[config.mk]
export PLATFORM = sky130hd
export DESIGN_NAME = cordic_iter_engine
export DESIGN_NICKNAME = d
export VERILOG_FILES = /design/src/rtl/cordic_pkg.sv /design/src/rtl/cordic_microrotation.sv /design/src/rtl/cordic_iter_engine.sv
export SDC_FILE = /design/constraint.sdc
export NUM_CORES = 1
export LEC_CHECK = 0
export CAP_MARGIN = 0
export CORE_UTILIZATION = 38
export DETAILED_ROUTE_END_ITERATION = 7
export PLACE_DENSITY = 0.7
export SYNTH_ARGS = -nofsm -noshare
export SYNTH_HDL_FRONTEND = slang
export SYNTH_HIERARCHICAL = 1
export SYNTH_SLANG_ARGS = --single-unit
[constraint.sdc]
create_clock -name clk_in -period 4.3 [get_ports clk_in]
set_input_delay 1.29 -clock clk_in [delete_from_list [all_inputs] [get_ports clk_in]]
set_output_delay 1.29 -clock clk_in [all_outputs]
set_load 0.05 [all_outputs]
[src/rtl/cordic_pkg.sv]
// Shared types and constants for the iterative CORDIC engine.
// atan(2^-i) table is Q2.30; consumers narrow it to their own width.
package cordic_pkg;

  typedef enum logic {
    ROTATE = 1'b0,
    VECTOR = 1'b1
  } cordic_mode_e;

  typedef enum logic [1:0] {
    IDLE,
    ITER,
    HOLD
  } engine_state_e;

  localparam logic signed [31:0] CORDIC_GAIN_Q2_30 = 32'sd1768195395;

  localparam logic signed [31:0] ATAN_Q2_30 [0:31] = '{
    32'sd843314857, 32'sd497837829, 32'sd263043837, 32'sd133525159,
    32'sd67021687,  32'sd33543516,  32'sd16775851,  32'sd8388437,
    32'sd4194283,   32'sd2097149,   32'sd1048576,   32'sd524288,
    32'sd262144,    32'sd131072,    32'sd65536,     32'sd32768,
    32'sd16384,     32'sd8192,      32'sd4096,      32'sd2048,
    32'sd1024,      32'sd512,       32'sd256,       32'sd128,
    32'sd64,        32'sd32,        32'sd16,        32'sd8,
    32'sd4,         32'sd2,         32'sd1,         32'sd1
  };

endpackage

[src/rtl/cordic_microrotation.sv]
// One combinational CORDIC micro-rotation shared by the x, y and z lanes.
// Direction follows z sign in ROTATE and y sign in VECTOR.
module cordic_microrotation
  import cordic_pkg::*;
#(
  parameter int BIT_WIDTH = 16
) (
  input  logic signed [BIT_WIDTH-1:0] x,
  input  logic signed [BIT_WIDTH-1:0] y,
  input  logic signed [BIT_WIDTH-1:0] z,
  input  logic        [4:0]           shift,
  input  logic signed [BIT_WIDTH-1:0] atan,
  input  logic                        mode,
  output logic signed [BIT_WIDTH-1:0] x_next,
  output logic signed [BIT_WIDTH-1:0] y_next,
  output logic signed [BIT_WIDTH-1:0] z_next
);

  logic                        pos;
  logic signed [BIT_WIDTH-1:0] xs;
  logic signed [BIT_WIDTH-1:0] ys;

  assign pos = (mode == logic'(VECTOR)) ? y[BIT_WIDTH-1]
                                         : !z[BIT_WIDTH-1];
  assign xs = x >>> shift;
  assign ys = y >>> shift;

  always_comb begin
    if (pos) begin
      x_next = x - ys;
      y_next = y + xs;
      z_next = z - atan;
    end else begin
      x_next = x + ys;
      y_next = y - xs;
      z_next = z + atan;
    end
  end

endmodule

[src/rtl/cordic_iter_engine.sv]
// Iterative CORDIC engine: one micro-rotation per clock, valid/ready
// on both sides, result held in HOLD until the consumer takes it.
module cordic_iter_engine
  import cordic_pkg::*;
#(
  parameter int BIT_WIDTH  = 16,
  parameter int ITERATIONS = 14
) (
  input  logic                        clk_in,
  input  logic                        rst_in,
  input  logic                        in_valid_in,
  output logic                        in_ready_output,
  input  logic                        mode_in,
  input  logic signed [BIT_WIDTH-1:0] x_in,
  input  logic signed [BIT_WIDTH-1:0] y_in,
  input  logic signed [BIT_WIDTH-1:0] z_in,
  output logic                        out_valid_output,
  input  logic                        out_ready_in,
  output logic signed [BIT_WIDTH-1:0] x_output,
  output logic signed [BIT_WIDTH-1:0] y_output,
  output logic signed [BIT_WIDTH-1:0] z_output,
  output logic                        busy_output
);

  localparam logic [4:0] LAST = 5'(ITERATIONS - 1);

  engine_state_e               state;
  cordic_mode_e                mode_q;
  logic        [4:0]           cnt;
  logic signed [BIT_WIDTH-1:0] x_q, y_q, z_q;
  logic signed [BIT_WIDTH-1:0] x_nx, y_nx, z_nx;
  logic signed [BIT_WIDTH-1:0] atan_i;
  logic                        rdy_q, vld_q, busy_q;

  // Keep the top BIT_WIDTH bits of the Q2.30 entry (truncating).
  assign atan_i = BIT_WIDTH'(ATAN_Q2_30[cnt] >>> (32 - BIT_WIDTH));

  cordic_microrotation #(
    .BIT_WIDTH(BIT_WIDTH)
  ) u_rot (
    .x     (x_q),
    .y     (y_q),
    .z     (z_q),
    .shift (cnt),
    .atan  (atan_i),
    .mode  (logic'(mode_q)),
    .x_next(x_nx),
    .y_next(y_nx),
    .z_next(z_nx)
  );

  always_ff @(posedge clk_in) begin
    if (rst_in) begin
      state  <= IDLE;
      mode_q <= ROTATE;
      cnt    <= '0;
      x_q    <= '0;
      y_q    <= '0;
      z_q    <= '0;
      rdy_q  <= 1'b1;
      vld_q  <= 1'b0;
      busy_q <= 1'b0;
    end else begin
      unique case (state)
        IDLE: begin
          if (in_valid_in) begin
            mode_q <= cordic_mode_e'(mode_in);
            x_q    <= x_in;
            y_q    <= y_in;
            z_q    <= z_in;
            cnt    <= '0;
            state  <= ITER;
            rdy_q  <= 1'b0;
            busy_q <= 1'b1;
          end
        end
        ITER: begin
          x_q <= x_nx;
          y_q <= y_nx;
          z_q <= z_nx;
          cnt <= cnt + 5'd1;
          if (cnt == LAST) begin
            state  <= HOLD;
            busy_q <= 1'b0;
            vld_q  <= 1'b1;
          end
        end
        HOLD: begin
          if (out_ready_in) begin
            state <= IDLE;
            vld_q <= 1'b0;
            rdy_q <= 1'b1;
          end
        end
        default: begin
          state  <= IDLE;
          rdy_q  <= 1'b1;
          vld_q  <= 1'b0;
          busy_q <= 1'b0;
        end
      endcase
    end
  end

  assign in_ready_output  = rdy_q;
  assign out_valid_output = vld_q;
  assign busy_output      = busy_q;
  assign x_output         = x_q;
  assign y_output         = y_q;
  assign z_output         = z_q;

endmodule

# == Word-level counts from Yosys, hierarchy flattened ==
# Memories as Yosys holds them, arrays and structs flattened.
# Index checks and enable logic that the tools add are counted.
# totals
word_cells,66
input_bits,53
out_inout_bits,51
mem_count,1
regBits,59
rom_bits,1024
# mem_list
name,words,word_bits,read_ports,rd_ports_with_merged_regs,write_ports,line,source
(name not given),32,32,1,0,0,cordic_iter_engine.sv:36,assign atan_i = BIT_WIDTH'(ATAN_Q2_30[cnt] >>> (32 - BIT_WIDTH));
# classes
n_lt_le_gt_ge,1
n_eq_ne,6
n_addsub,7
n_shift,2
muxes,27
bitwise,4
n_reduce_logical,9
# op_table
operator,count
16-bit two-way mux,6
16-bit one-hot mux with 2 select lines,3
32-bit two-way mux,2
16-bit adder,3
16-bit subtractor,3
16-bit by 5-bit >>> shifter with 16-bit output,2
3-bit AND reduction,4
5-bit one-hot mux with 2 select lines,1
1-bit one-hot mux with 3 select lines,3
1-bit two-way mux,7
6-bit greater-or-equal comparator (second input constant),1
2-bit two-way mux,3
2-bit != test (second input constant),3
5-bit inverter with 6-bit output,1
2-bit one-hot mux with 3 select lines,1
5-bit by 1-bit adder with 5-bit output (second input constant),1
5-bit by 4-bit equality test with 1-bit output (second input constant),1
5-bit two-way mux,1
2-bit AND reduction,2
1-bit inverter,3
2-bit by 1-bit equality test with 1-bit output (second input constant),1
2-bit equality test (second input constant),1
2-bit logical NOT,1
2-bit nonzero test,1
1-bit logical NOT,1

# == Logic depth before layout (Yosys ltp) ==
# logic_depth
word_depth,7
mapped_depth,21
mapped_depth_nobuf,20

# == By module ==
# The synthesis kept the hierarchy.
# modules_own_cells
module,seq_area_each_um2,cells_per_inst,n_inst,area_per_inst_um2
cordic_microrotation,0.0,613,1,4914.7
cordic_iter_engine,1181.1,374,1,2859.0

# == Least setup slack after synthesis ==
# OpenSTA, ideal clock, no wires.
# synth_timing
kind,register to register
start,register cnt[1]
end,register x_q[14] (netlist: x_output[14])
required_time_ps,4214
arrival_ps,4482
stages_incl_launch_ff,19
setup_slack_ps,-267
setup_time_ps,86
path_buffers,2
period_less_slack_ps,4567
path_cell_list,dfxtp_1 buf_2 buf_6 mux4_2 mux2i_1 nor3_1 nor3_1 ha_1 o21ai_0 fa_1 a21o_1 a21o_1 a21oi_1 o21ai_0 a2111oi_0 or4b_2 nand3_1 nand2_1 a211oi_1
# synth_between
elab_chain_len,4
elab_cells_between_ends,5
classes_between,2 x add/sub; 1 x shift; 2 x mux
# synth_lines
element,line,source
from (decl),cordic_iter_engine.sv:29,logic [4:0] cnt;
from (signal assigned),cordic_iter_engine.sv:81,cnt <= cnt + 5'd1;
16-bit by 5-bit >>> shifter with 16-bit output *,cordic_microrotation.sv:26,assign ys = y >>> shift;
16-bit adder or 16-bit subtractor (tied branches),"cordic_microrotation.sv:34, cordic_microrotation.sv:30",
16-bit two-way mux *,cordic_microrotation.sv:29,if (pos) begin
named net x_nx[14],cordic_iter_engine.sv:31,"logic signed [BIT_WIDTH-1:0] x_nx, y_nx, z_nx;"
16-bit one-hot mux with 2 select lines *,cordic_iter_engine.sv:64,unique case (state)
to (signal assigned),cordic_iter_engine.sv:68,x_q <= x_in;
to (signal assigned),cordic_iter_engine.sv:78,x_q <= x_nx;
to (decl),cordic_iter_engine.sv:30,"logic signed [BIT_WIDTH-1:0] x_q, y_q, z_q;"
# The timed path passes the listed nets; every way through them passes the cells marked *.
# A chain may end at the register's enable or synchronous reset.

# == Worst setup path after layout ==
# layout_timing
start,register cnt[0]
end,register x_q[14] (netlist: x_output[14])
# The elaborated chain is that of the path after synthesis.

==> metrics.yaml <==
floorplanning:
  start_util_pct: 39.30
  rows: 51
  die_h_um: 145.0
  die_area_um2: 21030
  core-area_um2: 19780
  die_x_um: 145.0
  io_pins: 104
power:
  p_total_mw: 4.836
  clkPwrFrac_pct: 14.7
  p_int_mw: 2.728
  power.switching_mw: 2.107
  switching_share_pct: 43.57
  pwr-share-seq_pct: 14.6
  p_leak_nw: 4.864
  powerDensity_nw_per_um2: 420.9
  power.share.combinational_pct: 70.7
  peakVddDrop_mv: 0.2111
critical_path:
  critPathLaunchType: "register"
  endpoint_kind: "register"
  path_delay_family: "simple AND/OR/NAND/NOR gates"
  cp.buffers_inverters: 3
  path_cells: "buf_12, mux4_2, a22oi_2, o21ai_2, nor2_2, ha_2, inv_1, nor2_4, nand4_2, o21ai_2, xnor2_1, ha_1, and2_1, a22o_1, a2111oi_1, buf_4, or4b_2, nand3_1, nand2_1, a211oi_2"
  crit_arrival_ns: 4.57
  worst_path_max_delay_cell: "or4b_2"
  path_max_fanout: 10
  path_common_cell: "o21ai_2"
  path_class: "register to register"
  cp.required_ns: 4.58
  slowest_delay_ns: 0.62
sta:
  tightest_slew_ns: 1.225
  whs_ns: 0.4553
  max_freq_mhz: 232.7
  finalHoldViolCount: 0
  grt_setup_unrepaired: "true"
  skew_ns: 0.01232
  fin_ws_ns: 0.002075
  period_needed_ns: 4.298
  report.final.slew_viol_count: 0
  finalSetupViolations: 0
  period_share_pct: 99.95
  slew_headroom_pct: 17.61
routing:
  drt-met1-wl_um: 11320
  vias: 8760
  met3_length_um: 1541
  top_layer: "met4"
  detail-route-antenna-nets: 0
  drt_iter0_markers: 501
  wire_per_inst_um: 17.48
  wl_met2_um: 13350
  drt-total-wl_um: 27010
  dr.pass1.iters: 6
  drc: 0
  via_per_inst: 5.670
synth:
  ys_warn_count: 6
  synth_top_area_share_pct: 15.19
  synth_cell_type_count: 81
  ys_seq_area_share_pct: 15.19
  ys_top_cells_by_area: "dfxtp_1 15%, ha_1 9.5%, a21oi_1 7.3%"
  syn_area_um2: 7774
  synthArstFlopShare_pct: 0
  synth_edf_count: 0
  synth_top_cell_by_area: "dfxtp_1"
  ys.flop_type: "dfxtp_1"
  avgSynthCellArea_um2: 7.876
  synth-seq-cells: 59
  synthCells: 987
placed_design:
  postPlaceCellArea_um2: 10490
  dp_hpwl_um: 20270
  dpl_worst_slack_ns: -0.2066
  gp_congestion: 0.9314
  io_buffers: 103
  dp_cells: 1505
flow_run:
  drv_cap: 0
global_routing:
  grt_pass1_wl_um: 42860
  grt_max_degree: 46
  grt-ovfl-total: 0
  grtUsageTotal_pct: 25.02
  antenna_found_initial: 0
  grt_pass1_vias: 8557
status:
  status: "finished clean"
clock_network:
  htree_levels: 3
  ctsLongestPathBuffers: 2
  ctsHoldBuffers: 0
  clkSinkCount: 59
  root_buffer: "clkbuf_16"
  clock_latency_ns: 0.35
  cts_tree: "built"
  cts_buffers: 9
  clk_pin_slew_ns: 0.06
final_layout:
  drive_above_1_share_pct: 32.34
  fill_cells: 1731
  stdcell_area_um2: 11490
  fin_cells: 1545
  final_nets: 1390
  insertedDiodeCount: 0
  area_growth_pct: 47.80
hold_path:
  min_path_type: "register to register"
==> placed cells by master, fill, tap and decap left out, types with 6 or more instances in the layout <==
cell type	count
xnor2_1	43
nor3_1	12
a211oi_1	43
buf_4	224
and2_1	10
a31oi_1	13
clkdlybuf4s50_1	102
o21ai_0	28
nand2_1	84
a21o_1	14
inv_1	28
o21ai_1	7
o31ai_1	6
nand3_1	14
nand2b_1	12
buf_6	8
xor2_1	32
mux2i_1	18
o211ai_1	6
a211oi_2	18
dfxtp_1	49
or3_1	9
nor2_1	96
mux4_2	25
a21oi_1	99
or2_2	10
ha_1	56
o21ai_2	7
clkbuf_16	9
a21oi_2	12
nor2b_1	9
dfxtp_2	6
==> area by class of cell <==
| type | count | area, µm² | share of cell area, % |
|---|---|---|---|
| Clock buffer | 14 | 274.0 | 2.385 |
| Clock inverter | 2 | 10.01 | 0.08712 |
| Inverter | 30 | 112.6 | 0.9801 |
| Multi-Input combinational cell | 835 | 6665 | 58.01 |
| Sequential cell | 59 | 1204 | 10.48 |
| Tap cell | 265 | 331.6 | 2.886 |
| Timing Repair Buffer | 340 | 2893 | 25.18 |
==> cell usage after synthesis, types with 4 or more instances <==
cell / number
a211oi_1: 60
a21boi_0: 4
a21o_1: 14
a21oi_1: 113
a221o_1: 4
a22o_1: 5
a22oi_1: 8
a31oi_1: 14
a41oi_1: 4
and2_1: 12
and3_1: 5
buf_2: 19
buf_4: 7
buf_6: 4
clkbuf_1: 31
dfxtp_1: 59
ha_1: 59
inv_1: 29
mux2_2: 8
mux2i_1: 22
mux4_1: 8
mux4_2: 22
nand2_1: 84
nand2b_1: 13
nand3_1: 14
nor2_1: 105
nor2b_1: 11
nor3_1: 17
nor4_1: 6
o211ai_1: 6
o21ai_0: 40
o21bai_1: 7
o31ai_1: 6
or2_2: 12
or3_1: 11
xnor2_1: 46
xor2_1: 34
==> per-layer routing <==
metal | global-route usage [%] | up-vias
met2 | 42.45 | 321
met5 | 0 | -
met1 | 31.02 | 4156
met4 | 10.48 | 0
met3 | 4.434 | 71
li1 | - | 4212
==> tightest hold or removal path: cells and delay by family (launching register included) <==
| family | cells | cell delay, ns |
|---|---|---|
| simple gates | 1 | 0.05 |
| flops | 1 | 0.30 |
| compound gates | 1 | 0.05 |
==> power groups by stage <==
stage | registers, mW | clock network, mW | logic, mW
2_1_floorplan | 0.928 | 0 | 1.71
3_3_place_gp | 0.714 | 0 | 3.00
3_5_place_dp | 0.714 | 0 | 3.04
4_1_cts | 0.704 | 0.720 | 3.11
5_1_grt | 0.712 | 0.749 | 3.69
6_report | 0.705 | 0.713 | 3.42
==> metrics by stage <==
step                util (%)   TNS, ns
finish                 58.08         0
global route           58.08    -1.484
CTS                    55.33         0
detailed placement     53.04    -1.119
global placement       53.04  -0.08745
floorplan                  -         0
==> final timing paths <==
kind / slack, ns / endpoint / cells after the start / startpoint
worst min register to register: 0.46 / out_valid_output / 2 / out_valid_output
worst max register to register: 0.002 / x_output[14] / 20 / cnt[0]
worst max-delay path: 0.002 / x_output[14] / 20 / cnt[0]
worst min-delay path: 0.46 / out_valid_output / 2 / out_valid_output
==> flip-flops by register name, indices dropped and copies added (netlist names) <==
name / flops
cnt: 5
out_valid_output: 1
mode_q: 1
in_ready_output: 1
y_output: 16
state: 2
x_output: 16
busy_output: 1
z_output: 16
==> cells by family (layout without fill, tap and decap cells) <==
family	count (synthesis)	after routing	share of synthesized area (%)
multiplexers	60	60	13.07
flip-flops	59	59	15.19
other	1	3	0.04824
XOR/XNOR	81	81	9.319
adder cells (fa/ha/maj)	62	62	10.27
AO/OA/AOI/OAI	321	321	27.27
buffers and inverters	95	386	5.826
AND/OR/NAND/NOR	308	308	19.01
==> timing repair <==
item,CTS,global route
pin swaps,11,40
endpoints found under the setup margin,15,21
setup buffers,6,19
hold endpoints to repair,0,0
resized for setup,35,96
Note: power is estimated with default switching activity, not from simulation.
